### src/rtl/seq_pattern_tx.sv
// Serial 1010 pattern source: serializes handshaked words MSB-first with an idle gap,
// and carries a golden non-overlapping Mealy 1010 detector plus saturating match counter.
module seq_pattern_tx #(
  parameter int W     = 8,
  parameter int GAP   = 2,
  parameter int CNT_W = 8
) (
  input  logic             clk,
  input  logic             rst_n,
  input  logic             in_valid,
  input  logic [W-1:0]     in_data,
  output logic             in_ready,
  output logic             x_out,
  output logic             x_valid,
  output logic             frame_done,
  output logic             exp_z,
  output logic [CNT_W-1:0] match_cnt,
  input  logic             cnt_clr
);

  localparam int BW = (W > 1) ? $clog2(W) : 1;
  localparam int GW = (GAP > 1) ? $clog2(GAP) : 1;
  localparam logic [BW-1:0]    BIT_LAST = BW'(W - 1);
  localparam logic [GW-1:0]    GAP_LOAD = GW'((GAP > 0) ? GAP - 1 : 0);
  localparam logic [CNT_W-1:0] CNT_MAX  = '1;

  typedef enum logic [1:0] {
    S_IDLE,
    S_SHIFT,
    S_GAP
  } tx_state_t;

  typedef enum logic [1:0] {
    T_A,
    T_B,
    T_C,
    T_D
  } trk_state_t;

  tx_state_t  state;
  trk_state_t trk;
  logic [W-1:0]  shreg;
  logic [BW-1:0] bit_cnt;
  logic [GW-1:0] gap_cnt;
  logic          last_bit;
  logic          accept;

  assign last_bit   = (state == S_SHIFT) && (bit_cnt == '0);
  // With no gap the last bit cycle doubles as the accept slot, giving back-to-back words.
  assign in_ready   = (state == S_IDLE) || (last_bit && (GAP == 0));
  assign accept     = in_valid && in_ready;
  assign x_valid    = (state == S_SHIFT);
  assign x_out      = x_valid && shreg[W-1];
  assign frame_done = last_bit;
  assign exp_z      = (trk == T_D) && !x_out;

  always_ff @(posedge clk or negedge rst_n) begin
    if (!rst_n) begin
      state   <= S_IDLE;
      shreg   <= '0;
      bit_cnt <= '0;
      gap_cnt <= '0;
    end else begin
      case (state)
        S_IDLE: begin
          if (accept) begin
            shreg   <= in_data;
            bit_cnt <= BIT_LAST;
            state   <= S_SHIFT;
          end
        end
        S_SHIFT: begin
          if (!last_bit) begin
            shreg   <= shreg << 1;
            bit_cnt <= bit_cnt - 1'b1;
          end else if (GAP > 0) begin
            shreg   <= shreg << 1;
            gap_cnt <= GAP_LOAD;
            state   <= S_GAP;
          end else if (accept) begin
            shreg   <= in_data;
            bit_cnt <= BIT_LAST;
          end else begin
            shreg   <= shreg << 1;
            state   <= S_IDLE;
          end
        end
        S_GAP: begin
          if (gap_cnt == '0) begin
            state <= S_IDLE;
          end else begin
            gap_cnt <= gap_cnt - 1'b1;
          end
        end
        default: state <= S_IDLE;
      endcase
    end
  end

  // Tracker sees every x_out value, idle and gap zeros included, like the real detector.
  always_ff @(posedge clk or negedge rst_n) begin
    if (!rst_n) begin
      trk <= T_A;
    end else begin
      case (trk)
        T_A:     trk <= x_out ? T_B : T_A;
        T_B:     trk <= x_out ? T_B : T_C;
        T_C:     trk <= x_out ? T_D : T_A;
        T_D:     trk <= x_out ? T_B : T_A;
        default: trk <= T_A;
      endcase
    end
  end

  always_ff @(posedge clk or negedge rst_n) begin
    if (!rst_n) begin
      match_cnt <= '0;
    end else if (cnt_clr) begin
      match_cnt <= '0;
    end else if (exp_z && (match_cnt != CNT_MAX)) begin
      match_cnt <= match_cnt + 1'b1;
    end
  end

endmodule

### config.mk
export PLATFORM = sky130hd
export DESIGN_NAME = seq_pattern_tx
export DESIGN_NICKNAME = d
export VERILOG_FILES = /design/src/rtl/seq_pattern_tx.sv
export SDC_FILE = /design/constraint.sdc
export NUM_CORES = 1
export LEC_CHECK = 0
export ABC_AREA = 1
export CAP_MARGIN = 20
export CORE_UTILIZATION = 30
export DETAILED_ROUTE_END_ITERATION = 8
export SETUP_SLACK_MARGIN = 0.4
export SLEW_MARGIN = 10
export SYNTH_ARGS = -nofsm -noshare
export SYNTH_HDL_FRONTEND = slang
export SYNTH_SLANG_ARGS = --single-unit
### constraint.sdc
create_clock -name clk -period 1.75 [get_ports clk]
set_clock_uncertainty 0.1 [all_clocks]
set_input_delay 0.2625 -clock clk [delete_from_list [all_inputs] [get_ports clk]]
set_output_delay 0.2625 -clock clk [all_outputs]
set_load 0.005 [all_outputs]
==> results of run 1 <==
## final timing paths
kind                            startpoint      endpoint  slack [ns]
min in group clk                   gap_cnt      state[1]        0.40
worst min register to register     gap_cnt      state[1]        0.40
worst min-delay path                 rst_n  match_cnt[0]        0.25
worst max register to register  bit_cnt[0]    bit_cnt[0]        0.19
max in group asynchronous            rst_n      state[0]        1.02
worst max-delay path              state[0]    frame_done        0.18
## report_power, final
| group | leakage, nW | internal, mW | switching, mW |
|---|---|---|---|
| Combinational | 0.750 | 0.807 | 0.854 |
| Clock | 0.0288 | 0.201 | 0.181 |
| Sequential | 0.302 | 0.743 | 0.0888 |
## flip-flops by register name (all words and copies together), names as in the netlist
signal,count
trk,2
match_cnt,8
shreg,8
bit_cnt,3
gap_cnt,1
state,2
## cells by family (layout without fill, tap and decap cells)
logic type,Yosys count,after routing,synth area share [%]
buffers and inverters,30,85,10.91
adders and majority gates,3,3,2.728
and+or+nand+nor,77,79,28.82
DFF,24,24,43.64
AOI/OAI and AO/OA,23,23,13.91
## area by class of cell
| class | count | area (um2) |
|---|---|---|
| fillers | 433 | 2295 |
| multi-input cells | 105 | 780.7 |
| flip-flops and latches | 24 | 601.8 |
| repair buffers | 54 | 475.5 |
| inverters | 27 | 111.4 |
| well taps | 52 | 65.06 |
| clock buffers | 4 | 55.05 |
## cell usage in the layout, fill, tap and decap left out, types with 2 or more instances in the layout
| cell | Yosys | final |
|---|---|---|
| buf_2 | 0 | 4 |
| buf_4 | 0 | 20 |
| nand3_2 | 1 | 4 |
| nand2_2 | 3 | 6 |
| o21ai_2 | 3 | 3 |
| buf_6 | 0 | 10 |
| nand3_1 | 16 | 12 |
| clkdlybuf4s50_1 | 0 | 11 |
| clkbuf_2 | 0 | 2 |
| inv_2 | 3 | 6 |
| dfrtp_1 | 24 | 23 |
| dlygate4sd2_1 | 0 | 6 |
| o21ai_1 | 4 | 4 |
| a22oi_1 | 2 | 2 |
| inv_6 | 1 | 2 |
| nand2_1 | 33 | 28 |
| o211ai_2 | 7 | 7 |
| nand2_4 | 6 | 6 |
| ha_4 | 0 | 2 |
| inv_1 | 23 | 19 |
| nor2_1 | 12 | 10 |
| nor2_4 | 0 | 3 |
| clkbuf_8 | 0 | 4 |
| nand2_8 | 0 | 4 |
| a21oi_1 | 4 | 4 |
## per-layer routing
layer	up-vias	GRT usage [%]
met2	36	22.87
met4	0	4.000
li1	622	-
met3	2	3.779
met5	-	0
met1	569	16.19
## per-stage QoR
| stage | setup slack [ns] | power [mW] | setup TNS, ns |
|---|---|---|---|
| global route | 0.09883 | 3.114 | 0 |
| global placement | 0.002239 | 2.007 | 0 |
| floorplan | 0.3992 | 1.801 | 0 |
| finish | 0.1835 | 2.875 | 0 |
| CTS | 0.1322 | 2.788 | 0 |
| detailed placement | -0.009787 | 2.026 | -0.009787 |
## worst reg2reg max path: cells and delay by family (launching register included)
family / cells / cell delay (ns)
AOI/OAI and AO/OA: 1 / 0.11
adders and majority gates: 2 / 0.30
buffers and inverters: 5 / 0.44
and+or+nand+nor: 3 / 0.18
DFF: 1 / 0.36
## repair_timing
action | in CTS | in global routing
cloned | 1 | 1
setup buffers | 22 | 3
pin swaps | 14 | 8
endpoints found under the setup margin | 31 | 28
endpoints found under the hold margin | 0 | 0
hold buffers | 0 | 0
gates resized for setup | 58 | 14
==> metrics.md, run 1 <==
| Metric | Value |
|---|---|
| Core area | 0.004384 mm2 |
| Slew headroom | 69.89% |
| Clock root buffer | clkbuf_8 |
| Asr flop ratio synth | 100.0% |
| Leading area contributor after synthesis | dfrtp_1 |
| Vias | 1229 |
| Vias in the first global route | 1163 |
| Per-cell routed wire length | 11.48 um |
| Number of top-level pins | 25 |
| Ys flop type | dfrtp_1 |
| WL met1 | 1358 um |
| Post-synth top cells | nand2_1 (33), dfrtp_1 (24), inv_1 (23), nand3_1 (16), nor2_1 (12) |
| Max clock buf depth | 2 |
| Startpoint class of the critical path | register |
| Crit-path max FO | 3 |
| Seq/Total Area, Yosys | 43.64% |
| Post-detail-place hpwl | 1784 um |
| N_diodes | 0 |
| EDFF count, synth | 0 |
| WHS | 0.2521 ns |
| Die area | 0.004862 mm2 |
| DRT Pass-1 Iters | 4 |
| Htree depth | 1 |
| Post-Syn Area per Cell | 8.766 um2 |
| Worst-Margin Slew | 0.4511 ns |
| Largest net degree at the start of global routing | 25 |
| Cell area after layout | 0.002090 mm2 |
| First-pass GRT wire length | 5133 um |
| R2R depth | 11 |
| Cell Pwr Density | 1376 mW/mm2 |
| Final Max Tran Viols | 0 |
| Finish-stage setup viols | 0 |
| Levels on crit path | 5 |
| YS warnings | 0 |
| CTS tree | done |
| Top achievable clock speed | 638.4 MHz |
| Status | complete, no violations |
| Share of layout cells above drive strength 1 | 42.06% |
| IO buf count | 24 |
| Die Height | 69.73 um |
| Yosys top cell area share | 43.64% |
| Util after Layout | 47.66% |
| Layout net count | 230 |
| Reg clk slew, reported paths | 0.09 ns |
| Top Layer Used | met4 |
| VDD IR max | 1000 uV |
| Initial Utilization | 31.39% |
| Cells after Synth | 157 |
| Critical path arrival | 1.20 ns |
| Die Wd | 69.73 um |
| Fin cells | 266 |
| Most common cell in the netlist | nand2_1 |
| Post-synthesis register bit count | 24 |
| Met2 Routed Length | 1506 um |
| Initial antenna violation count | 0 |
| Crit path max-delay family | flip-flops |
| Unrepaired setup endpoints after global routing | true |
| Slowest Stage Delay on Critical Path | 0.41 ns |
| Gr usage total | 13.33% |
| DP Cell Count | 235 |
| Area Overhead vs Synth | 51.82% |
| Slowest CP cell | dfrtp_2 |
| Setup CP Type | register to primary output |
| GRT overflow | 0 |
| Clk_lat worst skew | 0.27 ns |
| Synth Net Count | 172 |
| Worst setup EP type | primary output |
| Final ANT Viol Nets | 0 |
| CTS Buf Count | 3 |
| CP required | 1.39 ns |
| Area contributors post-synth | dfrtp_1 (44%), nand2_1 (9.0%), o211ai_2 (6.4%) |
| Leak pwr | 1.081 nW |
| Max-Cap Viols | 0 |
| Crit path buf inv count | 3 |
| Worst Hold Class | primary input to asynchronous set/reset pin |
| Residual DRC | 0 |
| Synth cell types | 26 |
| Initial DRC Count | 96 |
| Drt total wl | 3055 um |
| Crit-path cells | buf_12, nand2_8, buf_6, nor2_2, buf_2 |
| Metal3 WL | 171 um |
| Cell Area, Placed | 0.001680 mm2 |
| Min Clock Period, post-route | 1.566 ns |
| Period utilization | 89.51% |
| Vias/cell | 4.620 |
| GP Congestion | 0.7505 |
| Row count | 24 |
| Final Hold Viols | 0 |
| CTS sink count | 24 |
| Cell Area, Synth | 0.001376 mm2 |
Note: power is estimated with default switching activity, not from simulation.
==> run 2: changes to the inputs <==
--- a/config.mk
+++ b/config.mk
@@ -8,9 +8,9 @@
 export ABC_AREA = 1
 export CAP_MARGIN = 20
 export CORE_UTILIZATION = 30
+export CTS_CLUSTER_DIAMETER = 80
 export DETAILED_ROUTE_END_ITERATION = 8
 export SETUP_SLACK_MARGIN = 0.4
-export SLEW_MARGIN = 10
 export SYNTH_ARGS = -nofsm -noshare
 export SYNTH_HDL_FRONTEND = slang
 export SYNTH_SLANG_ARGS = --single-unit
==> results of run 2 <==
Final layout, timing and power as in run 1 (identical DEF).
